`config.mk`:
```
export PLATFORM = sky130hd
export DESIGN_NAME = tv_timing_gen
export DESIGN_NICKNAME = d
export VERILOG_FILES = /design/src/rtl/tvout_pkg.sv /design/src/rtl/tv_delay_line.sv /design/src/rtl/tv_timing_gen.sv
export SDC_FILE = /design/constraint.sdc
export NUM_CORES = 1
export LEC_CHECK = 0
export CORE_MARGIN = 2
export CORE_UTILIZATION = 50
export DETAILED_ROUTE_END_ITERATION = 8
export PLACE_DENSITY = 0.78
export SYNTH_ARGS = -nofsm -noshare
export SYNTH_HDL_FRONTEND = slang
export SYNTH_HIERARCHICAL = 1
export SYNTH_SLANG_ARGS = --single-unit
```
`constraint.sdc`:
```
create_clock -name clk -period 2.7 [get_ports clk]
set_clock_uncertainty 0.2 [all_clocks]
set_input_delay 0.81 -clock clk [delete_from_list [all_inputs] [get_ports clk]]
set_output_delay 0.81 -clock clk [all_outputs]
set_load 0.02 [all_outputs]
```
`src/rtl/tvout_pkg.sv`:
```
// tvout_pkg: shared scan-mode enum, test-pattern border and PAL default timing for the tvout path.
package tvout_pkg;
  typedef enum logic [1:0] {
    VISIBLE = 2'b00,
    BLANKED = 2'b01,
    VSYNC   = 2'b10
  } mode_t;
  localparam int TP_BORDER       = 4;
  localparam int PAL_CLK_DIV     = 5;
  localparam int PAL_H_TOTAL     = 640;
  localparam int PAL_H_VISIBLE   = 512;
  localparam int PAL_HSYNC_START = 533;
  localparam int PAL_HSYNC_END   = 580;
  localparam int PAL_V_TOTAL     = 309;
  localparam int PAL_V_VISIBLE   = 288;
  localparam int PAL_VSYNC_START = 290;
  localparam int PAL_VSYNC_END   = 292;
  localparam int PAL_FETCH_LAT   = 1;
endpackage

```
`src/rtl/tv_delay_line.sv`:
```
// tv_delay_line: DEPTH-stage shift register advancing on ce, synchronous clear.
module tv_delay_line #(
  parameter int W     = 1,
  parameter int DEPTH = 1
) (
  input  logic         clk,
  input  logic         rst,
  input  logic         ce,
  input  logic [W-1:0] d,
  output logic [W-1:0] q
);
  logic [W-1:0] sr [DEPTH];
  always_ff @(posedge clk)
    if (rst) sr <= '{default: '0};
    else if (ce) begin
      sr[0] <= d;
      for (int i = 1; i < DEPTH; i++) sr[i] <= sr[i-1];
    end
  assign q = sr[DEPTH-1];
endmodule

```
`src/rtl/tv_timing_gen.sv`:
```
// tv_timing_gen: PAL-style scan/sync generator with RAM fetch realignment.
// Defining TVOUT_TESTPAT_EN adds test_en, which replaces pix_data with a box outline.
module tv_timing_gen
  import tvout_pkg::*;
#(
  parameter int CLK_DIV     = PAL_CLK_DIV,
  parameter int H_TOTAL     = PAL_H_TOTAL,
  parameter int H_VISIBLE   = PAL_H_VISIBLE,
  parameter int HSYNC_START = PAL_HSYNC_START,
  parameter int HSYNC_END   = PAL_HSYNC_END,
  parameter int V_TOTAL     = PAL_V_TOTAL,
  parameter int V_VISIBLE   = PAL_V_VISIBLE,
  parameter int VSYNC_START = PAL_VSYNC_START,
  parameter int VSYNC_END   = PAL_VSYNC_END,
  parameter int FETCH_LAT   = PAL_FETCH_LAT,
  parameter int LUMA_W      = 1
) (
  input  logic                       clk,
  input  logic                       rst,
  output logic                       pix_ce,
  output logic [$clog2(H_TOTAL)-1:0] pix_x,
  output logic [$clog2(V_TOTAL)-1:0] pix_y,
  output logic                       pix_fetch,
  input  logic [LUMA_W-1:0]          pix_data,
`ifdef TVOUT_TESTPAT_EN
  input  logic                       test_en,
`endif
  output logic                       frame_start,
  output logic [LUMA_W-1:0]          vout,
  output logic                       sync_n
);
  localparam int XW = $clog2(H_TOTAL);
  localparam int YW = $clog2(V_TOTAL);
  localparam int DW = $clog2(CLK_DIV);
  logic [DW-1:0] div;
  logic [XW-1:0] x;
  logic [YW-1:0] y;
  logic x_last, y_last, vis, vsync, hsync, raw_sync, vis_d, sync_d;
  logic [LUMA_W-1:0] luma;
  mode_t mode;
  if (!(H_VISIBLE <= HSYNC_START && HSYNC_START < HSYNC_END && HSYNC_END <= H_TOTAL &&
        V_VISIBLE < VSYNC_START && VSYNC_START < VSYNC_END && VSYNC_END < V_TOTAL &&
        CLK_DIV >= 2 && FETCH_LAT >= 1)) begin : g_bad_params
    $error("tv_timing_gen: inconsistent timing parameters");
  end
  assign pix_ce = int'(div) == CLK_DIV - 1;
  assign x_last = int'(x) == H_TOTAL - 1;
  assign y_last = int'(y) == V_TOTAL - 1;
  always_ff @(posedge clk)
    if (rst) begin
      div <= '0;
      x   <= '0;
      y   <= '0;
    end else begin
      div <= pix_ce ? '0 : div + 1'b1;
      if (pix_ce) begin
        x <= x_last ? '0 : x + 1'b1;
        if (x_last) y <= y_last ? '0 : y + 1'b1;
      end
    end
  // The broad-sync tail line only syncs during its first half
  assign vis   = int'(x) < H_VISIBLE && int'(y) < V_VISIBLE;
  assign vsync = (int'(y) >= VSYNC_START && int'(y) < VSYNC_END) ||
                 (int'(y) == VSYNC_END && int'(x) < H_TOTAL / 2);
  assign hsync = int'(x) >= HSYNC_START && int'(x) < HSYNC_END;
  assign mode  = vis ? VISIBLE : vsync ? VSYNC : BLANKED;
  assign raw_sync    = mode == VSYNC || hsync;
  assign pix_fetch   = mode == VISIBLE;
  assign pix_x       = x;
  assign pix_y       = y;
  assign frame_start = pix_ce && x == '0 && y == '0;
  tv_delay_line #(.W(2), .DEPTH(FETCH_LAT)) u_vis_sync_dly (
    .clk(clk),
    .rst(rst),
    .ce (pix_ce),
    .d  ({pix_fetch, raw_sync}),
    .q  ({vis_d, sync_d})
  );
`ifdef TVOUT_TESTPAT_EN
  logic tp_on, te_d, tp_d;
  assign tp_on = int'(x) == TP_BORDER || int'(x) == H_VISIBLE - 1 - TP_BORDER ||
                 int'(y) == TP_BORDER || int'(y) == V_VISIBLE - 1 - TP_BORDER;
  tv_delay_line #(.W(2), .DEPTH(FETCH_LAT)) u_tp_dly (
    .clk(clk),
    .rst(rst),
    .ce (pix_ce),
    .d  ({test_en, tp_on}),
    .q  ({te_d, tp_d})
  );
  assign luma = te_d ? {LUMA_W{tp_d}} : pix_data;
`else
  assign luma = pix_data;
`endif
  always_ff @(posedge clk)
    if (rst) begin
      vout   <= '0;
      sync_n <= 1'b1;
    end else if (pix_ce) begin
      vout   <= vis_d ? luma : '0;
      sync_n <= !sync_d;
    end
endmodule
```
==> results of run 1 <==
[timing repair]
action,CTS,global route
buffers inserted,0,0
pin swaps,1,0
setup endpoints to repair,3,3
resized for setup,9,6
cloned,0,0
[layout make-up]
type                    count  area share
well taps                  30      0.0205
clock buffers               4      0.0198
inverters                  10      0.0205
flip-flops and latches     26       0.286
repair buffers             46       0.224
multi-input cells         119       0.429
[layer usage]
metal / vias up / track usage / routed length, microns
li1: 662 / - / -
met1: 636 / 0.291 / 1430
met2: 40 / 0.387 / 1760
met3: 6 / 0.0279 / 174
met4: 0 / 0.0544 / 46
met5: - / 0 / 0
[power groups by stage]
| stage | Combinational (mW) | Clock (mW) | Sequential, mW |
|---|---|---|---|
| 2_1_floorplan | 0.0226 | 0 | 0.402 |
| 3_3_place_gp | 0.0397 | 0 | 0.401 |
| 3_5_place_dp | 0.0410 | 0 | 0.402 |
| 4_1_cts | 0.0407 | 0.197 | 0.394 |
| 5_1_grt | 0.0449 | 0.213 | 0.395 |
| 6_report | 0.0408 | 0.193 | 0.394 |
[cells in the final DEF, fill, tap and decap left out, types with 2 or more instances in the layout]
| cell | synthesis | layout |
|---|---|---|
| a21oi_1 | 10 | 9 |
| buf_4 | 0 | 21 |
| clkbuf_4 | 0 | 3 |
| clkdlybuf4s50_1 | 0 | 23 |
| dfxtp_1 | 26 | 24 |
| dfxtp_2 | 0 | 2 |
| ha_1 | 8 | 8 |
| inv_1 | 9 | 9 |
| mux2i_1 | 2 | 2 |
| nand2_1 | 12 | 12 |
| nand3_1 | 9 | 9 |
| nand4_1 | 6 | 6 |
| nor2_1 | 13 | 13 |
| nor3_1 | 14 | 12 |
| nor3_2 | 0 | 2 |
| nor4_1 | 5 | 5 |
| o21ai_0 | 3 | 3 |
| o31ai_1 | 2 | 2 |
| or3_1 | 4 | 4 |
| or4_1 | 3 | 2 |
| xnor2_1 | 10 | 10 |
| xor2_1 | 2 | 2 |
[state kept, by name (all words and copies together), names as in the netlist]
register	count
sync_n	1
vout	1
pix_x	10
u_vis_sync_dly/q	2
div	3
pix_y	9
[critical path, delay by kind of cell, from the launching register on]
family / cells / cell delay (ns)
and+or+nand+nor: 4 / 0.95
DFF: 1 / 0.35
buffers and inverters: 1 / 0.17
[through the flow]
step | hold slack (ns) | cells
2_1_floorplan | 0.232 | 163
3_3_place_gp | 0.242 | 231
3_5_place_dp | 0.254 | 231
4_1_cts | 0.272 | 235
5_1_grt | 0.261 | 235
6_report | 0.241 | 235
[final timing paths]
path / from / endpoint / slack [ns] / cells past startpoint
setup / recovery: pix_x[2]$_SDFFE_PP0P_ / frame_start / -0.09 / 5
hold / removal: div[0]$_SDFF_PP0_ / div[0]$_SDFF_PP0_ / 0.24 / 1
setup reg to reg: pix_x[9]$_SDFFE_PP0P_ / pix_y[8]$_SDFFE_PP0P_ / 0.30 / 5
hold reg to reg: div[0]$_SDFF_PP0_ / div[0]$_SDFF_PP0_ / 0.24 / 1
[cells by family after synthesis]
| kind of cell | share of synthesized area |
|---|---|
| fa+ha+maj | 0.0734 |
| buf+inv | 0.0560 |
| compound gates | 0.0991 |
| flops | 0.382 |
| xor+xnor | 0.0771 |
| mux | 0.0147 |
| simple gates | 0.298 |
==> run_results.csv, run 1 <==
group,metric,value,unit
drt,vias,1344,
drt,final_antenna_net_count,0,
clock_tree,htreeDepth,1,
yosys,synth_ff_type,"dfxtp_1",
cells_and_area,seqCellArea,523,sq um
power,power_density,344,nW/um^2
yosys,synth_top_area_share,0.382,
timing,worstMarginPinSlew,0.522,ns
yosys,ys_async_sr_fraction,0,
cells_and_area,n_antenna_cell,0,
timing,fin_crit_sh,1.03,
drt,initialDrtViolationCount,33,
yosys,yosysWarnings,6,
worst_setup_path,cp_cell_sequence,"or4_4 > nor3_2 > nand4_1 > nor3_2 > buf_4",
yosys,synth_edf_count,0,
cells_and_area,area.growth.synth_to_final,34.0,%
placed_design,gp_congestion,0.876,
cells_and_area,multi_input_area,785,sq um
power,p_comb_frac,0.065,
die,rows,18,
yosys,netlist_instances,163,
status,outcome,"complete, but fails checks",
drt,drc,0,
global_route,first_global_vias,1277,
clock_tree,path_clk_slew,0.14,ns
worst_setup_path,start_kind,"flip-flop",
power,clockPowerShare,0.308,
job,drv_cap,0,
worst_setup_path,crit_top_cell,"nor3_2",
yosys,synthTopCellsByArea,"dfxtp_1 38%, ha_1 7.3%, xnor2_1 6.4%",
die,die_h,56.2,microns
clock_tree,worstSkewPairLatency,0.31,ns
yosys,synth.avg_cell_area,8.37,sq um
global_route,overflow,0,
worst_setup_path,cp_slowest_stage_delay,0.54,ns
placed_design,dp_hpwl,2600,microns
cells_and_area,nets,217,
clock_tree,ctsHoldBuffers,0,
placed_design,dpl_cell_area,1780,sq um
power,seqPwrFrac,0.627,
timing,drv_slew,0,
timing,slew-limit-headroom,0.652,
die,io_pins,27,
die,start_util,0.541,
worst_setup_path,worstPathArrival,1.78,ns
cells_and_area,design_area,1830,sq um
timing,hold_viol,0,
min_path,hold_path_class,"flip-flop to flip-flop",
yosys,ys_seq_area_frac,0.382,
power,p_leak,0.660,nW
yosys,ys_types,38,
die,die_x,56.2,microns
placed_design,port-buffer-count,26,
placed_design,dp_worst_setup_slack,-0.212,ns
cells_and_area,drive_gt1_frac,0.176,
yosys,ys_ff_latch,26,
power,power,628,uW
global_route,grt_start_max_net_pins,17,
worst_setup_path,criticalPathCategory,"flip-flop to primary output",
drt,routed_wl,3410,microns
power,p_sw_frac,0.218,
drt,vias_per_cell,5.72,
clock_tree,cts_sinks,26,
drt,dr.pass1.iters,4,
global_route,grt.total_usage,0.222,
yosys,synth_common_cells,"26 x dfxtp_1, 14 x nor3_1, 13 x nor2_1",
timing,setup_viol,1,
clock_tree,numCtsBuffers,3,
drt,post_drt_wl_per_cell,14.5,microns
yosys,yosys.area.top_type,"dfxtp_1",
timing,rsz0062_at_grt,"true",
worst_setup_path,cp.required,1.69,ns
clock_tree,ctsLongestPathBuffers,2,
clock_tree,cts-root-buf,"clkbuf_4",
global_route,grt_antenna_before_repair,0,
worst_setup_path,crit_slowest_cell,"or4_4",
global_route,grt_pass1_wl,5700,microns
cells_and_area,final_util,0.725,
power,ir_drop,0.291,mV
yosys,synth_most_common_cell,"dfxtp_1",
yosys,syn_area,1360,sq um
die,core_area,2520,sq um
status,violations,"negative setup slack",
power,p_sw,137,uW
worst_setup_path,critPathCaptureType,"primary output",
timing,final.setup.worst_slack,-0.0898,ns
clock_tree,cts_tree,"built",
cells_and_area,fill_cells,212,
yosys,synthesis.nets,174,
power,intPower,491,uW
timing,setup_tns,-0.0898,ns
die,dieArea,3160,sq um
timing,finalCriticalPeriod,2.79,ns
timing,fmax,358,MHz
worst_setup_path,path_max_fanout,2,
No activity file was read; power rests on OpenSTA's default activity.
==> run 2, diff against run 1 <==
--- a/config.mk
+++ b/config.mk
@@ -9,6 +9,7 @@
 export CORE_UTILIZATION = 50
 export DETAILED_ROUTE_END_ITERATION = 8
 export PLACE_DENSITY = 0.78
+export SLEW_MARGIN = 0
 export SYNTH_ARGS = -nofsm -noshare
 export SYNTH_HDL_FRONTEND = slang
 export SYNTH_HIERARCHICAL = 1
==> results of run 2 <==
The final DEF is identical to that of run 1; final timing and power are the same.
==> run 3, diff against run 2 <==
--- a/config.mk
+++ b/config.mk
@@ -5,6 +5,7 @@
 export SDC_FILE = /design/constraint.sdc
 export NUM_CORES = 1
 export LEC_CHECK = 0
+export CAP_MARGIN = 10
 export CORE_MARGIN = 2
 export CORE_UTILIZATION = 50
 export DETAILED_ROUTE_END_ITERATION = 8
==> results of run 3 <==
The final DEF is identical to that of run 1; final timing and power are the same.
